### config.mk
export PLATFORM = sky130hd
export DESIGN_NAME = dot16_seq_ctrl
export DESIGN_NICKNAME = d
export VERILOG_FILES = /design/src/rtl/dot16_seq_ctrl.sv
export SDC_FILE = /design/constraint.sdc
export NUM_CORES = 1
export LEC_CHECK = 0
export BUFFER_PORTS_ARGS = -buffer_cell sky130_fd_sc_hd__buf_4
export CAP_MARGIN = 20
export CORE_MARGIN = 10
export CORE_UTILIZATION = 49
export CTS_BUF_LIST = sky130_fd_sc_hd__clkbuf_8
export CTS_CLUSTER_SIZE = 12
export DETAILED_ROUTE_END_ITERATION = 10
export PLACE_DENSITY = 0.73
export SYNTH_ARGS = -nofsm -noshare
export SYNTH_HDL_FRONTEND = slang
export SYNTH_SLANG_ARGS = --single-unit
### constraint.sdc
create_clock -name clk -period 2.5 [get_ports clk]
set_input_delay 0 -clock clk [delete_from_list [all_inputs] [get_ports clk]]
set_output_delay 0 -clock clk [all_outputs]
set_load 0.02 [all_outputs]
### src/rtl/dot16_seq_ctrl.sv
// Sequencer/accumulator for the dot16 datapath: gates dp_ena, tags in-flight chunks, sums results.
// Optional perf counters enabled with `define DOT16_SEQ_PERF_EN.
module dot16_seq_ctrl #(
  parameter int DATA_WIDTH = 8,
  parameter int DP_LATENCY = 8,
  parameter int LEN_WIDTH  = 8,
  parameter int ACC_WIDTH  = DATA_WIDTH*2+4+LEN_WIDTH
) (
  input  logic                           clk,
  input  logic                           rst,
  input  logic                           start,
  input  logic [LEN_WIDTH-1:0]           len,
  input  logic                           in_valid,
  output logic                           in_ready,
  output logic                           dp_ena,
  input  logic signed [DATA_WIDTH*2+3:0] dp_res,
  output logic                           busy,
  output logic signed [ACC_WIDTH-1:0]    res_out,
  output logic                           res_valid,
  input  logic                           res_ready
`ifdef DOT16_SEQ_PERF_EN
  ,
  output logic [31:0]                    perf_cycles,
  output logic [31:0]                    perf_bubbles
`endif
);

  typedef enum logic [1:0] {IDLE, RUN, DRAIN, DONE} state_e;

  state_e                      state_q, state_d;
  logic [LEN_WIDTH-1:0]        rem_q, rem_d;
  logic [DP_LATENCY-1:0]       tag_q, tag_d;
  logic signed [ACC_WIDTH-1:0] acc_q, acc_d;
  logic                        accept;
  logic                        job_start;

  assign accept    = in_valid & in_ready;
  assign job_start = (state_q == IDLE) & start;

  always_ff @(posedge clk or negedge rst) begin
    if (!rst) state_q <= IDLE;
    else      state_q <= state_d;
  end

  // DRAIN exits on the edge that performs the final accumulate, so tag_d is tested
  always_comb begin
    state_d = state_q;
    case (state_q)
      IDLE:  if (start) state_d = (len != '0) ? RUN : DONE;
      RUN:   if (accept && rem_q == LEN_WIDTH'(1)) state_d = DRAIN;
      DRAIN: if (tag_d == '0) state_d = DONE;
      DONE:  if (res_ready) state_d = IDLE;
      default: state_d = IDLE;
    endcase
  end

  always_comb begin
    in_ready  = (state_q == RUN);
    dp_ena    = (state_q == RUN) || (state_q == DRAIN);
    busy      = (state_q != IDLE);
    res_valid = (state_q == DONE);
    res_out   = (state_q == DONE) ? acc_q : '0;
  end

  always_comb begin
    rem_d = rem_q;
    tag_d = tag_q;
    acc_d = acc_q;
    if (job_start) begin
      rem_d = len;
      tag_d = '0;
      acc_d = '0;
    end else if (dp_ena) begin
      tag_d = (tag_q << 1) | DP_LATENCY'(accept);
      if (accept) rem_d = rem_q - LEN_WIDTH'(1);
      if (tag_q[DP_LATENCY-1]) acc_d = acc_q + ACC_WIDTH'($signed(dp_res));
    end
  end

  always_ff @(posedge clk or negedge rst) begin
    if (!rst) begin
      rem_q <= '0;
      tag_q <= '0;
      acc_q <= '0;
    end else begin
      rem_q <= rem_d;
      tag_q <= tag_d;
      acc_q <= acc_d;
    end
  end

`ifdef DOT16_SEQ_PERF_EN
  // Counting stops in DONE so the values stay readable until the next start
  always_ff @(posedge clk or negedge rst) begin
    if (!rst) begin
      perf_cycles  <= '0;
      perf_bubbles <= '0;
    end else if (job_start) begin
      perf_cycles  <= '0;
      perf_bubbles <= '0;
    end else begin
      if (dp_ena) perf_cycles <= perf_cycles + 32'd1;
      if ((state_q == RUN) && !accept) perf_bubbles <= perf_bubbles + 32'd1;
    end
  end
`endif

endmodule
# Yosys cells after proc, flatten, opt, wreduce, memory -nomap -nowiden
# Cells that the tools add are included.
[totals]
ff_bits = 46
in_bits = 33
output_inout_bits = 32
[op_classes]
add_sub_neg = 2
eq_ne = 8
mux = 15
n_bitwise = 3
n_reduce_logical = 12
[ops]
columns = ["operator", "count"]
rows = [
  ["$mux W28", 4],
  ["$mux W8", 5],
  ["$add A28 B20 Y28", 1],
  ["$mux W2", 5],
  ["$eq A8 B1 Y1 const B", 1],
  ["$logic_not A8 Y1", 1],
  ["$or A8 B1 Y8", 1],
  ["$pmux W2 S4", 1],
  ["$reduce_bool A2 Y1", 4],
  ["$reduce_bool A8 Y1", 1],
  ["$sub A8 B1 Y8 const B", 1],
  ["$eq A2 B2 Y1 const B", 2],
  ["$ne A2 B1 Y1 const B", 2],
  ["$ne A2 B2 Y1 const B", 2],
  ["$reduce_and A2 Y1", 2],
  ["$reduce_and A4 Y1", 1],
  ["$and A1 B1 Y1", 2],
  ["$eq A2 B1 Y1 const B", 1],
  ["$logic_not A2 Y1", 1],
  ["$logic_and A1 B1 Y1", 1],
  ["$logic_or A1 B1 Y1", 1],
]

# Logic depth before layout (Yosys ltp)
[depth]
word_depth = 8
mapped_depth = 10

# Worst setup path before layout
# OpenSTA, ideal clock, no wires.
[synth_timing]
path_type = "register to register"
from = "register acc_q[0]"
to = "register acc_q[24]"
setup_ns = 0.128
arrival_time_ns = 2.498
required_ns = 2.372
setup_slack_ns = -0.126
path_stages_with_launch = 11
n_path_buf = 0
period_less_slack_ns = 2.626
cell_sequence = "dfrtp_1 ha_1 fa_1 a21o_1 a21oi_1 o21ba_1 o21ai_1 o41a_1 a31oi_1 mux2i_1 nand3_1"
[synth_between]
elab_chain_len = 4
[synth_lines]
columns = ["element", "line", "rtl"]
rows = [
  ["start: declaration", "33", "logic signed [ACC_WIDTH-1:0] acc_q, acc_d;"],
  ["start signal: assignment", "84", "acc_q <= '0;"],
  ["start signal: assignment", "88", "acc_q <= acc_d;"],
  ["$add A28 B20 Y28", "76", "if (tag_q[DP_LATENCY-1]) acc_d = acc_q + ACC_WIDTH'($signed(dp_res));"],
  ["$mux W28", "76", ""],
  ["$mux W28", "73", "end else if (dp_ena) begin"],
  ["$mux W28", "69", "if (job_start) begin"],
]
# Every way passes these cells. The select of a mux whose other input is x is not followed.
# A chain may end at the register's enable or synchronous reset.

# Final worst setup path
[layout_timing]
from = "register acc_q[11]"
to = "register acc_q[27]"
# Same word-level chain as after synthesis.

==> impl_metrics.prom <==
# TYPE chip_impl_metric gauge
chip_impl_metric{name="gr-usage-all-layers",unit="%"} 19.0
chip_impl_metric{name="multi_input_area",unit="um^2"} 2750
chip_impl_metric{name="gpl.final_weighted_congestion",unit=""} 0.902
chip_impl_metric{name="finalCritPeriodShare",unit="%"} 105
chip_impl_metric{name="route.antenna.remaining_nets",unit=""} 0
chip_impl_metric{name="final_core_utilization",unit="%"} 67.7
chip_impl_metric{name="tritoncts.num_buffers",unit=""} 5
chip_impl_metric{name="clock_latency",unit="ns"} 0.32
chip_impl_metric{name="ys_seq_area_share",unit="%"} 30.2
chip_impl_metric{name="global_route_wire_length_before_repair",unit="um"} 18600
chip_impl_metric{name="synth.avg_cell_area",unit="um^2"} 8.26
chip_impl_metric{name="sequential_cell_area",unit="um^2"} 1150
chip_impl_metric{name="period_needed",unit="ns"} 2.62
chip_impl_info{name="yosys_most_used_dff",value="dfrtp_1"} 1
chip_impl_metric{name="final-max-slew-violation-count",unit=""} 0
chip_impl_metric{name="wl",unit="um"} 11300
chip_impl_info{name="root_buffer",value="clkbuf_8"} 1
chip_impl_metric{name="ys_seq_elements",unit=""} 46
chip_impl_metric{name="timing_worst_slew_pin_value",unit="ns"} 0.641
chip_impl_metric{name="worst_setup_hold_path_clk_slew",unit="ns"} 0.11
chip_impl_metric{name="drc_errors_left",unit=""} 0
chip_impl_info{name="crit_start",value="acc_q[11]"} 1
chip_impl_metric{name="grt_antenna_before_repair",unit=""} 0
chip_impl_metric{name="dr.first_iter.drc_count",unit=""} 205
chip_impl_info{name="cp_endpoint_kind",value="flop"} 1
chip_impl_metric{name="setup_ws",unit="ns"} -0.123
chip_impl_metric{name="coreArea",unit="um^2"} 7650
chip_impl_info{name="cts_tree",value="built"} 1
chip_impl_metric{name="pin_count_of_the_biggest_net_entering_global_routing",unit=""} 47
chip_impl_metric{name="worst_ep_arrival_time",unit="ns"} 2.82
chip_impl_metric{name="number_of_placement_rows",unit=""} 32
chip_impl_metric{name="die_w",unit="um"} 108
chip_impl_info{name="cp-start-kind",value="flop"} 1
chip_impl_metric{name="crit_required",unit="ns"} 2.69
chip_impl_metric{name="dp.cells",unit=""} 648
chip_impl_metric{name="cellLeakagePower",unit="uW"} 0.00252
chip_impl_metric{name="io-pin-count",unit=""} 65
chip_impl_info{name="violations_in_the_final_reports",value="setup timing"} 1
chip_impl_metric{name="port-buffer-count",unit=""} 64
chip_impl_metric{name="routed-via-count",unit=""} 3937
chip_impl_info{name="synth_commonest_cells",value="46 x dfrtp_1, 46 x nand2_1, 42 x a21oi_1"} 1
chip_impl_metric{name="detail_route.first_pass.iterations",unit=""} 4
chip_impl_info{name="synth_largest_area_cell",value="dfrtp_1"} 1
chip_impl_metric{name="vias_in_the_first_global_route",unit=""} 3869
chip_impl_metric{name="setup_violations",unit=""} 6
chip_impl_metric{name="die_area",unit="um^2"} 11700
chip_impl_metric{name="htreeDepth",unit=""} 2
chip_impl_info{name="result_of_the_run",value="finished, violations left"} 1
chip_impl_metric{name="finalInstanceArea",unit="um^2"} 5180
chip_impl_info{name="unrepaired_setup_endpoints_after_global_routing",value="yes"} 1
chip_impl_metric{name="placed_cell_area",unit="um^2"} 4710
chip_impl_metric{name="hold_viol_final",unit=""} 0
chip_impl_info{name="most_congested_layer_reported_by_global_routing",value="met2"} 1
chip_impl_metric{name="power",unit="uW"} 5480
chip_impl_metric{name="timing.clock.skew",unit="ns"} 0.0156
chip_impl_metric{name="grt_util_met3",unit="%"} 3.69
chip_impl_metric{name="initial_cell_density_of_the_core",unit="%"} 49.9
chip_impl_metric{name="antennaDiodeCount",unit=""} 0
chip_impl_info{name="worstHoldPathType",value="input pin to flop"} 1
chip_impl_metric{name="grt_util_met1",unit="%"} 23.4
chip_impl_metric{name="ctsLongestPathBuffers",unit=""} 2
chip_impl_info{name="worst-setup-path-type",value="flop to flop"} 1
chip_impl_metric{name="maxSlewHeadroom",unit="%"} 57.3
chip_impl_metric{name="grtUsageMet2",unit="%"} 32.9
chip_impl_metric{name="syn-cell-area",unit="um^2"} 3820
chip_impl_metric{name="final_cells",unit=""} 677
chip_impl_metric{name="wire_per_inst",unit="um"} 16.7
chip_impl_metric{name="maximum_vdd_drop",unit="mV"} 0.663
chip_impl_metric{name="power_per_cell_area",unit="nW/um^2"} 1060
chip_impl_metric{name="die_y",unit="um"} 108
chip_impl_metric{name="postSynthCellCount",unit=""} 462
chip_impl_metric{name="synth_top_cell_area_share",unit="%"} 30.2
chip_impl_metric{name="final_nets",unit=""} 642
chip_impl_metric{name="synth_edf_count",unit=""} 0
chip_impl_metric{name="grt.overflow.total",unit=""} 0
chip_impl_metric{name="area.growth.synth_to_final",unit="%"} 35.6
chip_impl_metric{name="worst-path-max-fanout",unit=""} 3
chip_impl_metric{name="drive_gt1_share",unit="%"} 28.3
chip_impl_metric{name="clock_sink_count",unit=""} 46
chip_impl_metric{name="max-cap-violations",unit=""} 0
chip_impl_metric{name="synth-warning-count",unit=""} 0
chip_impl_info{name="min_from",value="dp_res[0]"} 1
chip_impl_metric{name="mappedNetlistNets",unit=""} 530
chip_impl_metric{name="max_freq",unit="MHz"} 381
chip_impl_metric{name="synth-async-reset-ratio",unit="%"} 100
chip_impl_info{name="ys_top_cells_by_area",value="dfrtp_1 30%, ha_1 11%, a21oi_1 5.5%"} 1
chip_impl_metric{name="num-fill-cells",unit=""} 594
chip_impl_info{name="worstReg2RegStart",value="acc_q[11]"} 1
chip_impl_metric{name="synth.lib_cells_used.distinct",unit=""} 59
chip_impl_metric{name="hpwl_after_detailed_placement",unit="um"} 8030
chip_impl_metric{name="routed_via_density",unit=""} 5.82
chip_impl_metric{name="setup_total_negative_slack",unit="ns"} -0.321
-- routing by layer --
metal  wire length [um]  share of wire, %
met3                712               6.3
met5                  0                 0
met1               4810                43
met4                183               1.6
met2               5590                49
-- power by group --
| group | internal [uW] | total (uW) | switching, uW |
|---|---|---|---|
| logic | 1690 | 3610 | 1920 |
| clock network | 209 | 530 | 321 |
| registers | 1070 | 1350 | 283 |
| total | 2960 | 5480 | 2520 |
-- worst max-delay path, cell delays in order (launching register included) --
cell      delay, ns
dfrtp_1        0.42
ha_4           0.23
and3_4         0.18
a221o_1        0.33
a311oi_2       0.33
nand3_1        0.13
o21a_1         0.21
nand4_2        0.09
a21oi_1        0.07
or4_1          0.51
-- per-stage QoR --
step,hold slack [ns],worst slack [ns]
final,0.0900,-0.123
after global routing,0.121,-0.217
after CTS,0.0913,-0.0826
after detailed placement,0.0636,-0.154
after global placement,0.0591,-0.0667
after floorplan,-0.296,-0.00404
-- worst paths after layout --
path	endpoint	slack [ns]	cells past startpoint
min in group asynchronous	acc_q[15]	0.23	2
worst max register to register	acc_q[27]	-0.12	9
max in group asynchronous	acc_q[3]	1.82	2
worst min-delay path	acc_q[0]	0.09	4
worst max-delay path	acc_q[27]	-0.12	9
worst min register to register	acc_q[6]	0.55	2
-- cell families after synthesis --
family | synth area share, %
buffers and inverters | 3.83
adder cells (fa/ha/maj) | 11.7
flip-flops | 30.2
XOR/XNOR | 3.67
AO/OA/AOI/OAI | 23.6
AND/OR/NAND/NOR | 25.2
multiplexers | 1.84
-- cells in the final DEF (no fill, tap or decap), types with 3 or more instances in the layout --
| cell type | count |
|---|---|
| a31oi_1 | 8 |
| nor3_1 | 6 |
| nand4_1 | 4 |
| inv_6 | 3 |
| nor2_1 | 29 |
| inv_1 | 14 |
| a21oi_1 | 36 |
| nand2_1 | 44 |
| nor2b_1 | 4 |
| o31ai_1 | 3 |
| nor4b_1 | 3 |
| o21bai_1 | 5 |
| clkbuf_8 | 5 |
| dfrtp_1 | 46 |
| nand3_1 | 18 |
| xnor2_1 | 12 |
| dlygate4sd3_1 | 9 |
| nand2b_1 | 6 |
| mux2i_1 | 7 |
| ha_1 | 26 |
| ha_4 | 7 |
| a211oi_1 | 5 |
| nor4_1 | 6 |
| o21ai_0 | 21 |
| xor2_1 | 3 |
| and2_1 | 33 |
| buf_4 | 119 |
| or4_1 | 4 |
| a21o_1 | 20 |
| o211a_1 | 3 |
| or3_1 | 5 |
| and3_1 | 7 |
| a21oi_2 | 6 |
-- sequential cells by signal, summed over array words and instances (netlist names) --
register / cells
acc_q: 28
rem_q: 8
tag_q: 8
state_q: 2
-- final cells by class --
class / count / share of cell area [%]
multi-input cells: 377 / 53.1
flip-flops and latches: 46 / 22.2
repair buffers: 129 / 19.2
well taps: 102 / 2.46
clock buffers: 5 / 1.33
inverters: 15 / 1.14
clock inverters: 3 / 0.507
-- timing repair --
action | CTS | global route
hold buffers | 9 | 0
buffers inserted | 7 | 5
setup endpoints to repair | 10 | 14
hold endpoints to repair | 54 | 0
gates resized for setup | 15 | 20
pin swaps | 14 | 23
Power figures use the tool's default switching activity.
